[src/rtl/dht11_scheduler_pkg.sv]
// Shared types and helpers for the DHT11 read scheduler: FSM state encoding and tick sizing.
package dht11_scheduler_pkg;

    typedef enum logic [2:0] {
        ST_IDLE      = 3'd0,
        ST_TRIG      = 3'd1,
        ST_WAIT_DONE = 3'd2,
        ST_EVAL      = 3'd3,
        ST_HOLDOFF   = 3'd4
    } state_e;

    function automatic int tick_1ms_count(input int clk_hz);
        return clk_hz / 1000;
    endfunction

    function automatic int max3(input int a, input int b, input int c);
        int m;
        m = (a > b) ? a : b;
        return (m > c) ? m : c;
    endfunction

endpackage

[src/rtl/dht11_scheduler_tick_gen_1ms.sv]
// Free-running divider producing a one-cycle pulse every millisecond of system clock.
module tick_gen_1ms
    import dht11_scheduler_pkg::*;
#(
    parameter int CLK_HZ = 100_000_000
) (
    input  logic clk,
    input  logic rst_n,
    output logic tick
);

    localparam int DIV = tick_1ms_count(CLK_HZ);
    localparam int CW  = (DIV > 1) ? $clog2(DIV) : 1;
    localparam logic [CW-1:0] LAST = CW'(DIV - 1);

    logic [CW-1:0] cnt;

    always_ff @(posedge clk or negedge rst_n) begin
        if (!rst_n) begin
            cnt  <= '0;
            tick <= 1'b0;
        end else if (cnt == LAST) begin
            cnt  <= '0;
            tick <= 1'b1;
        end else begin
            cnt  <= cnt + 1'b1;
            tick <= 1'b0;
        end
    end

endmodule

[src/rtl/dht11_scheduler.sv]
// DHT11 read scheduler: launches reads (periodic / on request), enforces the settle gap,
// supervises completion with a watchdog, retries failed reads and holds the last good reading.
module dht11_scheduler
    import dht11_scheduler_pkg::*;
#(
    parameter int CLK_HZ     = 100_000_000,
    parameter int PERIOD_MS  = 2000,
    parameter int MIN_GAP_MS = 1000,
    parameter int TIMEOUT_MS = 50,
    parameter int MAX_RETRY  = 3
) (
    input  logic        clk,
    input  logic        rst_n,
    input  logic        enable,
    input  logic        req,
    output logic        sensor_start,
    output logic        sensor_rst,
    input  logic        sensor_done,
    input  logic        sensor_valid,
    input  logic [15:0] sensor_hum,
    input  logic [15:0] sensor_temp,
    output logic [15:0] humidity,
    output logic [15:0] temperature,
    output logic        data_valid,
    output logic        update,
    output logic        err_checksum,
    output logic        err_timeout,
    output logic        err_fail,
    output logic        busy,
    output logic [2:0]  state
);

    localparam int CNT_W = $clog2(max3(PERIOD_MS, MIN_GAP_MS, TIMEOUT_MS) + 1);
    localparam int RTY_W = $clog2(MAX_RETRY + 2);
    localparam logic [CNT_W-1:0] PERIOD_LAST = CNT_W'(PERIOD_MS - 1);
    localparam logic [CNT_W-1:0] GAP_LAST    = CNT_W'(MIN_GAP_MS - 1);
    localparam logic [CNT_W-1:0] TO_LAST     = CNT_W'(TIMEOUT_MS - 1);
    localparam logic [RTY_W-1:0] RTY_LAST    = RTY_W'(MAX_RETRY);

    logic tick;

    tick_gen_1ms #(.CLK_HZ(CLK_HZ)) u_tick (
        .clk   (clk),
        .rst_n (rst_n),
        .tick  (tick)
    );

    state_e           state_q, state_nxt;
    logic [CNT_W-1:0] gap_cnt, gap_nxt, to_cnt, to_nxt, period_cnt, period_nxt;
    logic [RTY_W-1:0] retry_cnt, retry_nxt;
    logic             req_pending, req_pending_nxt, retry_pending, retry_pending_nxt;
    logic             done_q, done_edge, cap;
    logic             rst_two;
    logic             start_nxt, update_nxt, err_ck_nxt, err_to_nxt, err_fail_nxt, latch_nxt, fail;
    logic signed [16:0] unused_sign;
    logic [15:0]      hum_p0, temp_p0;
    logic             vld_p0;

    assign done_edge   = sensor_done & ~done_q;
    assign cap         = (state_q == ST_WAIT_DONE) && done_edge;
    assign state       = state_q;
    assign unused_sign = '0;

    always_comb begin
        state_nxt         = state_q;
        gap_nxt           = gap_cnt;
        to_nxt            = to_cnt;
        period_nxt        = period_cnt;
        retry_nxt         = retry_cnt;
        req_pending_nxt   = req_pending;
        retry_pending_nxt = retry_pending;
        start_nxt         = 1'b0;
        update_nxt        = 1'b0;
        err_ck_nxt        = 1'b0;
        err_to_nxt        = 1'b0;
        err_fail_nxt      = 1'b0;
        latch_nxt         = 1'b0;
        fail              = 1'b0;

        if (tick && period_cnt != PERIOD_LAST)
            period_nxt = period_cnt + 1'b1;
        if (req && state_q != ST_IDLE)
            req_pending_nxt = 1'b1;

        case (state_q)
            ST_IDLE: begin
                // periodic launch is qualified by the tick so start-to-start is a whole number of ms
                if (retry_pending || req || req_pending ||
                    (enable && tick && period_cnt == PERIOD_LAST)) begin
                    state_nxt         = ST_TRIG;
                    start_nxt         = 1'b1;
                    req_pending_nxt   = 1'b0;
                    retry_pending_nxt = 1'b0;
                end
            end
            ST_TRIG: begin
                to_nxt     = '0;
                period_nxt = '0;
                state_nxt  = ST_WAIT_DONE;
            end
            ST_WAIT_DONE: begin
                if (done_edge) begin
                    state_nxt = ST_EVAL;
                end else if (tick) begin
                    if (to_cnt == TO_LAST) begin
                        err_to_nxt = 1'b1;
                        fail       = 1'b1;
                    end else begin
                        to_nxt = to_cnt + 1'b1;
                    end
                end
            end
            ST_EVAL: begin
                if (vld_p0) begin
                    latch_nxt  = 1'b1;
                    update_nxt = 1'b1;
                    retry_nxt  = '0;
                    state_nxt  = ST_HOLDOFF;
                end else begin
                    err_ck_nxt = 1'b1;
                    fail       = 1'b1;
                end
            end
            ST_HOLDOFF: begin
                if (tick) begin
                    if (gap_cnt == GAP_LAST) begin
                        gap_nxt   = '0;
                        state_nxt = ST_IDLE;
                    end else begin
                        gap_nxt = gap_cnt + 1'b1;
                    end
                end
            end
            default: state_nxt = ST_HOLDOFF;
        endcase

        if (fail) begin
            state_nxt = ST_HOLDOFF;
            if (retry_cnt < RTY_LAST) begin
                retry_nxt         = retry_cnt + 1'b1;
                retry_pending_nxt = 1'b1;
            end else begin
                err_fail_nxt      = 1'b1;
                retry_nxt         = '0;
                retry_pending_nxt = 1'b0;
            end
        end
    end

    always_ff @(posedge clk or negedge rst_n) begin
        if (!rst_n) begin
            state_q       <= ST_HOLDOFF;
            gap_cnt       <= '0;
            to_cnt        <= '0;
            period_cnt    <= '0;
            retry_cnt     <= '0;
            req_pending   <= 1'b0;
            retry_pending <= 1'b0;
            done_q        <= 1'b0;
            vld_p0        <= 1'b0;
            rst_two       <= 1'b0;
            sensor_start  <= 1'b0;
            sensor_rst    <= 1'b0;
            humidity      <= '0;
            temperature   <= '0;
            data_valid    <= 1'b0;
            update        <= 1'b0;
            err_checksum  <= 1'b0;
            err_timeout   <= 1'b0;
            err_fail      <= 1'b0;
            busy          <= 1'b1;
        end else begin
            state_q       <= state_nxt;
            gap_cnt       <= gap_nxt;
            to_cnt        <= to_nxt;
            period_cnt    <= period_nxt;
            retry_cnt     <= retry_nxt;
            req_pending   <= req_pending_nxt;
            retry_pending <= retry_pending_nxt;
            done_q        <= sensor_done;
            if (cap)
                vld_p0 <= sensor_valid;
            // sensor_rst is held for the watchdog cycle plus one more
            rst_two       <= err_to_nxt;
            sensor_rst    <= err_to_nxt | rst_two;
            sensor_start  <= start_nxt;
            update        <= update_nxt;
            err_checksum  <= err_ck_nxt;
            err_timeout   <= err_to_nxt;
            err_fail      <= err_fail_nxt;
            busy          <= (state_nxt != ST_IDLE);
            if (latch_nxt) begin
                humidity    <= hum_p0;
                temperature <= temp_p0;
                data_valid  <= 1'b1;
            end
        end
    end

    // Stage p0: raw reading captured on the done edge, evaluated in EVAL
    always_ff @(posedge clk) begin
        if (cap) begin
            hum_p0  <= sensor_hum;
            temp_p0 <= sensor_temp;
        end
    end

endmodule

[config.mk]
export PLATFORM = sky130hd
export DESIGN_NAME = dht11_scheduler
export DESIGN_NICKNAME = d
export VERILOG_FILES = /design/src/rtl/dht11_scheduler_pkg.sv /design/src/rtl/dht11_scheduler_tick_gen_1ms.sv /design/src/rtl/dht11_scheduler.sv
export SDC_FILE = /design/constraint.sdc
export NUM_CORES = 1
export LEC_CHECK = 0
export CAP_MARGIN = 20
export CORE_MARGIN = 2
export CORE_UTILIZATION = 49
export CTS_BUF_LIST = sky130_fd_sc_hd__clkbuf_8 sky130_fd_sc_hd__clkbuf_16
export DETAILED_ROUTE_END_ITERATION = 10
export PLACE_DENSITY = 0.82
export SLEW_MARGIN = 20
export SYNTH_ARGS = -nofsm -noshare
export SYNTH_HDL_FRONTEND = slang
export SYNTH_SLANG_ARGS = --single-unit
[constraint.sdc]
create_clock -name clk -period 2.14 [get_ports clk]
set_clock_uncertainty 0.05 [all_clocks]
set_input_delay 0.428 -clock clk [delete_from_list [all_inputs] [get_ports clk]]
set_output_delay 0.428 -clock clk [all_outputs]
set_load 0.1 [all_outputs]
=== Yosys cells after proc, flatten, opt, wreduce, memory -nomap -nowiden ===
Cells that the tools add are included.

* Flip-flop bits (word level): 133
* Bits of input ports: 38
* Output and inout port bits: 43
* Logic and storage cells: 105

* $add $sub $neg: 5
* $lt $le $gt $ge: 1
* Equality and inequality tests: 12
* Mux-type cells: 40
* Bitwise gates (word level): 3
* Reduce and logical (&&, ||, !) cells: 21

{| class="wikitable"
|+ Operator list
! operator !! count
|-
| two-way mux 11 bit || 6
|-
| adder 11 x 1 -> 11 bit, second input constant || 3
|-
| two-way mux 3 bit || 10
|-
| case mux 11 bit (2 select lines) || 1
|-
| two-way mux 1 bit || 20
|-
| adder 17 x 1 -> 17 bit, second input constant || 1
|-
| equality test 17 bit, second input constant || 1
|-
| two-way mux 17 bit || 1
|-
| case mux 3 bit (5 select lines) || 1
|-
| nonzero test 2 bit || 6
|-
| equality test 11 x 10 -> 1 bit, second input constant || 1
|-
| equality test 11 bit, second input constant || 1
|-
| equality test 11 x 6 -> 1 bit, second input constant || 1
|-
| inequality test 11 bit, second input constant || 1
|-
| equality test 3 x 2 -> 1 bit, second input constant || 2
|-
| AND reduction 2 bit || 3
|-
| nonzero test 3 bit || 2
|-
| logical AND 1 bit || 5
|-
| inequality test 2 bit, second input constant || 2
|-
| AND reduction 4 bit || 1
|-
| adder 3 x 1 -> 3 bit, second input constant || 1
|-
| equality test 3 x 1 -> 1 bit, second input constant || 1
|-
| equality test 3 bit, second input constant || 1
|-
| zero test 3 bit || 1
|-
| 7 further kinds || 9
|}

=== Logic depth before layout (Yosys ltp) ===
Gate-level depths: netlist (run 1).

* Word-level depth: 7
* Depth in mapped cells: 7
* Mapped depth without buffers: 6

=== Modules after synthesis ===
From an unflattened synthesis (run 1), not the netlist that was laid out.

* Cell total of the unflattened synthesis: 497
* Area, all modules: 5557.8 sq um

{| class="wikitable"
|+ By module, submodules not included
! module !! times used !! cells an instance !! area an instance (sq um) !! sequential area each (sq um)
|-
| dht11_scheduler || 1 || 422 || 4739.5 || 3040.4
|-
| tick_gen_1ms || 1 || 75 || 818.3 || 450.4
|}

=== Least setup slack after synthesis (run 1) ===
OpenSTA, ideal clock, no wires.

* Kind: register to register
* From: register state_q[1] (netlist: state[1])
* To: register vld_p0
* Setup time: 0.125 ns
* Arrival: 2.672 ns
* Setup slack: -0.707 ns
* Cell stages (with the launch flop): 4
* Buffers on the path: 0
* Clock period less this slack: 2.847 ns
* Path through: dfrtp_1 -> nor3b_2 -> and3b_1 -> mux2_2

* Word-level cells in the longest chain between the ends: 2

{| class="wikitable"
|+ RTL lines
! what !! RTL line !! text
|-
| from (decl) || dht11_scheduler.sv:48 || <nowiki>state_e state_q, state_nxt;</nowiki>
|-
| from (signal assigned) || dht11_scheduler.sv:173 || <nowiki>state_q <= state_nxt;</nowiki>
|-
| equality test 3 x 2 -> 1 bit || dht11_scheduler.sv:60 || <nowiki>assign cap = (state_q == ST_WAIT_DONE) && done_edge;</nowiki>
|-
| logical AND 1 bit || dht11_scheduler.sv:60 ||
|-
| named net cap || dht11_scheduler.sv:52 || <nowiki>logic done_q, done_edge, cap;</nowiki>
|-
| to (signal assigned) || dht11_scheduler.sv:182 || <nowiki>vld_p0 <= sensor_valid;</nowiki>
|-
| to (decl) || dht11_scheduler.sv:57 || <nowiki>logic vld_p0;</nowiki>
|}

The timed path passes the listed nets, and every way through them passes these cells.
A chain may end at the register's enable or synchronous reset.

=== Worst setup path after layout (run 1) ===
* From: register to_cnt[1]
* To: register retry_pending

* Word-level cells in the longest chain between the ends: 7
* Elaborated cells on any way between the ends: 9
* Those cells by class: 1 x eq/ne; 5 x mux; 3 x reduce/logical

{| class="wikitable"
|+ RTL lines
! what !! RTL line !! text
|-
| from (decl) || dht11_scheduler.sv:49 || <nowiki>logic [CNT_W-1:0] gap_cnt, gap_nxt, to_cnt, to_nxt, period_cnt, period_nxt;</nowiki>
|-
| from (signal assigned) || dht11_scheduler.sv:175 || <nowiki>to_cnt <= to_nxt;</nowiki>
|-
| equality test 11 x 6 -> 1 bit * || dht11_scheduler.sv:105 || <nowiki>if (to_cnt == TO_LAST) begin</nowiki>
|-
| two-way mux 1 bit * || dht11_scheduler.sv:105 ||
|-
| two-way mux 1 bit * || dht11_scheduler.sv:104 || <nowiki>end else if (tick) begin</nowiki>
|-
| two-way mux 1 bit * || dht11_scheduler.sv:102 || <nowiki>if (done_edge) begin</nowiki>
|-
| case mux 1 bit (2 select lines) * || dht11_scheduler.sv:85 || <nowiki>case (state_q)</nowiki>
|-
| nonzero test 2 bit (no line) || -- ||
|-
| AND reduction 2 bit (no line) || -- ||
|-
| to (signal assigned) || dht11_scheduler.sv:179 || <nowiki>retry_pending <= retry_pending_nxt;</nowiki>
|-
| to (decl) || dht11_scheduler.sv:51 || <nowiki>logic req_pending, req_pending_nxt, retry_pending, retry_pending_nxt;</nowiki>
|}

Mark *: on every way between the ends. The rest lies on a longest branch, timed or not.

==> flow_metrics.py, run 1 <==
metrics = {
    "finish": {
        "fin_nets": 631,
        "multi_input_area_sq_um": 1890,
        "antenna_cells": 0,
        "seq_area_sq_um": 3490,
        "drive_gt1_share_pct": 16.5,
        "synthToLayoutAreaGrowth_pct": 27.8,
        "fin_cells": 740,
        "final.fill_count": 813,
    },
    "floorplanning": {
        "io-pin-count": 81,
        "die_y_um": 110,
        "rows": 38,
        "initial_core_util_pct": 50.6,
        "design.core.area_sq_um": 10900,
        "die_x_um": 110,
        "die_area_sq_um": 12100,
    },
    "sta": {
        "finalSetupViolCount": 0,
        "slew_headroom_pct": 58.3,
        "rsz0062_at_grt": "false",
        "whs_ps": 369,
        "finalHoldViolations": 0,
        "slew_viol_final": 0,
        "setup_tns_ps": 0,
        "timing.final.crit_share_pct": 93.5,
        "worstMarginPinSlew_ps": 618,
        "worst_slack_ps": 139,
        "fin_crit_ps": 2000,
        "fmax_mhz": 500,
    },
    "placement": {
        "dpl.cell_count": 707,
        "dpl_worst_slack_ps": 57.9,
        "gp_congestion": 0.800,
        "dp_hpwl_um": 7660,
        "io_buffers": 80,
    },
    "worst_setup_path": {
        "cp.required_ps": 2490,
        "r2r_cells": 6,
        "r2r_end": "retry_pending",
        "cpPeakStageDelay_ps": 420,
        "crit_chain": "inv_1 > ha_1 > nor4b_1 > nand3_1 > o22a_1 > mux2_1",
        "slowest_stage": "dfrtp_1",
        "worst_path_dominant_cell_family": "simple AND/OR/NAND/NOR gates",
        "worst-setup-path-type": "reg2reg",
        "r2r_setup_slack_ps": 140,
        "timing.rr.start": "to_cnt[1]",
        "worstPathArrival_ps": 2350,
        "startpoint": "to_cnt[1]",
        "start_kind": "register",
        "path_depth": 6,
        "crit_fanout": 5,
        "cp_num_buf_inv": 1,
        "cp-end-kind": "register",
        "endpoint": "retry_pending",
    },
    "grt": {
        "grt_max_degree": 38,
        "gr-usage-all-layers_pct": 21.2,
        "grt_pass1_wl_um": 19500,
        "grt_remaining_overflow": 0,
        "antenna_found_initial": 0,
        "grt_pass1_vias": 4206,
    },
    "route": {
        "drtIter0Drc": 183,
        "detail-route-antenna-nets": 0,
        "drc": 0,
        "wire_per_inst_um": 15.9,
        "vias": 4040,
        "drt_wl_total_um": 11700,
        "first_pass_iters": 5,
        "vias_per_cell": 5.46,
    },
    "clocking": {
        "ctsResizeCount": 0,
        "cts_tree": "yes",
        "cts_buffers": 17,
        "clk_latency_ps": 520,
        "cts_root_buf": "clkbuf_8",
        "clock_sinks": 133,
        "htree_levels": 4,
        "clockBufferDepth": 2,
        "path_clk_slew_ps": 60,
    },
    "run": {
        "cap_violations": 0,
    },
    "synth": {
        "synth_seq_cells": 133,
        "synth_cell_type_count": 60,
        "async_flop_share_pct": 75.9,
        "synth-warning-count": 0,
        "yosys-top-cells-area": "dfrtp_1, edfxtp_1, nand2_1",
        "syn_area_per_cell_sq_um": 11.1,
        "synth_top_cell_by_area": "dfrtp_1",
        "synthMostInstantiatedCell": "nand2_1",
        "synth_ff_type": "dfrtp_1",
        "synth_area_sq_um": 5500,
        "synth_edf_count": 32,
        "yosysSeqAreaShare_pct": 63.4,
        "synth_commonest_cells": "nand2_1, dfrtp_1, edfxtp_1",
        "syn-num-nets": 541,
        "yosys.area.top_type_share_pct": 45.0,
        "syn_inst": 497,
    },
    "worst_hold_path": {
        "min_path_type": "in2async",
    },
    "power_and_ir_drop": {
        "leakagePower_uw": 0.00318,
        "p_per_area_nw_per_um2": 1250,
        "ir_worst_vdd_v": 0.00105,
    },
    "status": {
        "status": "complete, no violations",
    },
}
[state kept, by name, summed over array words and instances, names as in the netlist, 3 cells and up]
| name | cells |
|---|---|
| to_cnt | 11 |
| state | 3 |
| u_tick.cnt | 17 |
| humidity | 16 |
| retry_cnt | 3 |
| temperature | 16 |
| temp_p0 | 16 |
| period_cnt | 11 |
| gap_cnt | 11 |
| hum_p0 | 16 |
[worst min-delay path by stage]
| stage | slack (ps) | endpoint | depth (start not counted) |
|---|---|---|---|
| 2_1_floorplan | 80 | data_valid | 0 |
| 3_3_place_gp | 370 | humidity[2] | 2 |
| 3_5_place_dp | 370 | humidity[9] | 2 |
| 4_1_cts | 370 | temperature[8] | 2 |
| 5_1_grt | 380 | temp_p0[10] | 1 |
| 6_report | 370 | temperature[8] | 2 |
[metal layers]
| layer | track usage (%) | share of wire, % |
|---|---|---|
| met2 | 35.7 | 51 |
| met3 | 6.58 | 5.3 |
| met5 | 0 | 0 |
| met4 | 8.68 | 1.9 |
| met1 | 25.3 | 41 |
[worst register-to-register path, cell delays in order (launching register included)]
cell     delay (ps)
dfrtp_1         420
inv_1            80
ha_1            150
nor4b_1         360
nand3_1         210
o22a_1          280
mux2_1          340
[per-stage QoR]
stage          area (sq um)  util, %  total power [uW]
5_1_grt                7030     64.6              9090
2_1_floorplan          5510        -              5250
3_5_place_dp           6430     59.1              5980
6_report               7030     64.6              8790
4_1_cts                7030     64.6              8830
3_3_place_gp           6430     59.1              5910
[power by group]
group	leakage, uW	internal (uW)	total, uW	switching [uW]
clock network	0.000279	1730	2840	1100
registers	0.00165	2920	3190	274
logic	0.00125	624	2760	2130
total	0.00318	5270	8790	3510
[layout by cell type (no fill, tap or decap), types with 15 or more instances in the layout]
| cell | count |
|---|---|
| nand2_1 | 121 |
| dfrtp_1 | 97 |
| buf_4 | 48 |
| clkdlybuf4s50_1 | 36 |
| edfxtp_1 | 32 |
| nor2_1 | 28 |
| nand3_1 | 18 |
| clkbuf_16 | 16 |
| xnor2_1 | 15 |
[cell families (layout without fill, tap and decap cells)]
logic type | Yosys count | after routing | share of synthesized area [%]
simple gates | 250 | 250 | 22.4
xor+xnor | 26 | 26 | 4.14
buf+inv | 28 | 131 | 2.23
mux | 4 | 4 | 0.773
fa+ha+maj | 6 | 6 | 1.36
flops | 133 | 133 | 63.4
compound gates | 50 | 50 | 5.68
[final cells by class]
cell class,count,share of cell area (%)
Clock buffer,19,6.28
Tap cell,140,2.49
Multi-Input combinational cell,336,26.9
Inverter,8,0.427
Clock inverter,13,2.08
Timing Repair Buffer,91,12.1
Sequential cell,133,49.7
[repair_timing]
item / 4_1_cts / 5_1_grt
endpoints found under the hold margin: 33 / 0
hold buffers: 1 / 0
setup buffers: 0 / 0
Power figures use the tool's default switching activity.
==> run 2: changes to the inputs <==
--- a/config.mk
+++ b/config.mk
@@ -11,6 +11,7 @@
 export CTS_BUF_LIST = sky130_fd_sc_hd__clkbuf_8 sky130_fd_sc_hd__clkbuf_16
 export DETAILED_ROUTE_END_ITERATION = 10
 export PLACE_DENSITY = 0.82
+export RECOVER_POWER = 25
 export SLEW_MARGIN = 20
 export SYNTH_ARGS = -nofsm -noshare
 export SYNTH_HDL_FRONTEND = slang
==> run 2 against run 1 <==
Final area down 0.25%; non-clock buffer count unchanged; total power decreased by 0.19%; fmax about the same; sequential share of layout area up 0.12 points; register-to-register slack about the same; critical path depth stayed put; clock power about the same; critical endpoint unchanged; largest power group unchanged; global-route usage unchanged.
==> flow_metrics.py, run 2 (synthesis gave the netlist of run 1 again) <==
metrics = {
    "run": {
        "cap_violations": 0,
    },
    "worst_setup_path": {
        "timing.rr.start": "to_cnt[1]",
        "crit_fanout": 5,
        "cpPeakStageDelay_ps": 420,
        "cp-end-kind": "register",
        "crit_chain": "inv_1 > ha_1 > nor4b_1 > nand3_1 > o22a_1 > mux2_1",
        "slowest_stage": "dfrtp_1",
        "worst-setup-path-type": "reg2reg",
        "cp.required_ps": 2490,
        "start_kind": "register",
        "startpoint": "to_cnt[1]",
        "worstPathArrival_ps": 2350,
    },
    "placement": {
        "gp_congestion": 0.800,
        "dpl_worst_slack_ps": 57.9,
        "dp_hpwl_um": 7660,
        "io_buffers": 80,
    },
    "grt": {
        "grt_max_degree": 38,
        "grt_remaining_overflow": 0,
        "gr-usage-all-layers_pct": 21.2,
        "antenna_found_initial": 0,
        "grt_pass1_vias": 4206,
        "grt_pass1_wl_um": 19500,
    },
    "power_and_ir_drop": {
        "ir_worst_vdd_v": 0.00105,
        "leakagePower_uw": 0.00318,
        "p_per_area_nw_per_um2": 1250,
    },
    "floorplanning": {
        "design.core.area_sq_um": 10900,
        "rows": 38,
        "die_x_um": 110,
        "die_y_um": 110,
        "io-pin-count": 81,
        "die_area_sq_um": 12100,
        "initial_core_util_pct": 50.6,
    },
    "route": {
        "vias_per_cell": 5.44,
        "drc": 0,
        "top_layer": "met4",
        "first_pass_iters": 4,
        "wl_met1_um": 4930,
        "detail-route-antenna-nets": 0,
        "drtIter0Drc": 181,
        "wire_per_inst_um": 15.8,
        "drt_wl_total_um": 11700,
        "route.met2.wl_um": 5990,
        "vias": 4026,
        "wl_met3_um": 581,
    },
    "sta": {
        "worstMarginPinSlew_ps": 966,
        "timing.final.crit_share_pct": 93.5,
        "slew_viol_final": 0,
        "fin_crit_ps": 2000,
        "fmax_mhz": 500,
        "rsz0062_at_grt": "false",
        "worst_slack_ps": 138,
        "finalHoldViolations": 0,
        "finalSetupViolCount": 0,
        "slew_headroom_pct": 35.6,
        "setup_tns_ps": 0,
    },
    "finish": {
        "largest_reg_flops": 17,
        "final_common_cell": "nand2_1",
        "fin_nets": 631,
        "drive_gt1_share_pct": 16.5,
        "top_register": "u_tick.cnt",
        "synthToLayoutAreaGrowth_pct": 27.4,
        "final_cell_mix": "nand2_1, dfrtp_1, buf_4",
        "antenna_cells": 0,
    },
    "status": {
        "status": "complete, no violations",
    },
    "clocking": {
        "clock_sinks": 133,
        "ctsResizeCount": 0,
        "clk_latency_ps": 520,
        "cts_buffers": 17,
        "cts_tree": "yes",
        "htree_levels": 4,
        "cts_root_buf": "clkbuf_8",
        "clockBufferDepth": 2,
        "path_clk_slew_ps": 60,
    },
    "worst_hold_path": {
        "min_path_type": "reg2reg",
        "min-delay-start": "hum_p0[10]",
    },
}
==> run 2: cell count changes in the layout (fill, tap and decap cells not counted), sizes merged <==
cell,previous run,this run
buf,54,52
clkbuf,19,21
clkdlybuf4s50,36,3
dlygate4sd3,1,34
==> run 2: what timing repair did <==
action / 4_1_cts / 5_1_grt
hold endpoints to repair: 33 / 0
hold buffers: 1 / 0
buffers inserted: 0 / 0
==> run 2: worst paths after layout <==
check | endpoint | slack [ps] | cells past startpoint
max in group asynchronous | state[1] | 320 | 3
setup / recovery | retry_pending | 140 | 6
setup reg to reg | retry_pending | 140 | 6
min in group asynchronous | temperature[8] | 540 | 2
hold / removal | humidity[10] | 390 | 2
hold reg to reg | humidity[10] | 390 | 2
==> run 2: layout make-up <==
class	instances	area [sq um]
sequential	133	3490
timing repair buffer	91	833
multi-input combinational	336	1890
fill	815	3870
clock buffer	19	442
clock inverter	13	146
inverter	8	30.0
tap	140	175
==> run 2: where the power goes <==
| part | switching (uW) | internal (uW) | leakage, uW | total [uW] |
|---|---|---|---|---|
| clock network | 1100 | 1730 | 0.000279 | 2840 |
| registers | 273 | 2920 | 0.00165 | 3190 |
| logic | 2130 | 609 | 0.00125 | 2740 |
| total | 3510 | 5260 | 0.00318 | 8770 |
==> run 2: worst max-delay path: cells and delay by family, from the launching register on <==
kind | cells | cell delay, ps
fa+ha+maj | 1 | 150
buf+inv | 1 | 70
simple gates | 2 | 570
flops | 1 | 420
mux | 1 | 340
compound gates | 1 | 280
==> run 2: layer usage <==
layer  global-route usage (%)  up-vias
met4                     8.68        0
li1                         -     1911
met2                     35.7      115
met5                        0        -
met1                     25.3     1977
met3                     6.58       23
==> run 2: metrics by stage <==
stage          area, sq um  util, %  std cells  power (uW)  hold slack [ps]
2_1_floorplan         5510        -        497        5250             82.4
3_3_place_gp          6430     59.1        707        5910              366
3_5_place_dp          6430     59.1        707        5980              373
4_1_cts               7030     64.6        740        8830              374
5_1_grt               7010     64.4        740        9080              409
6_report              7010     64.4        740        8770              390
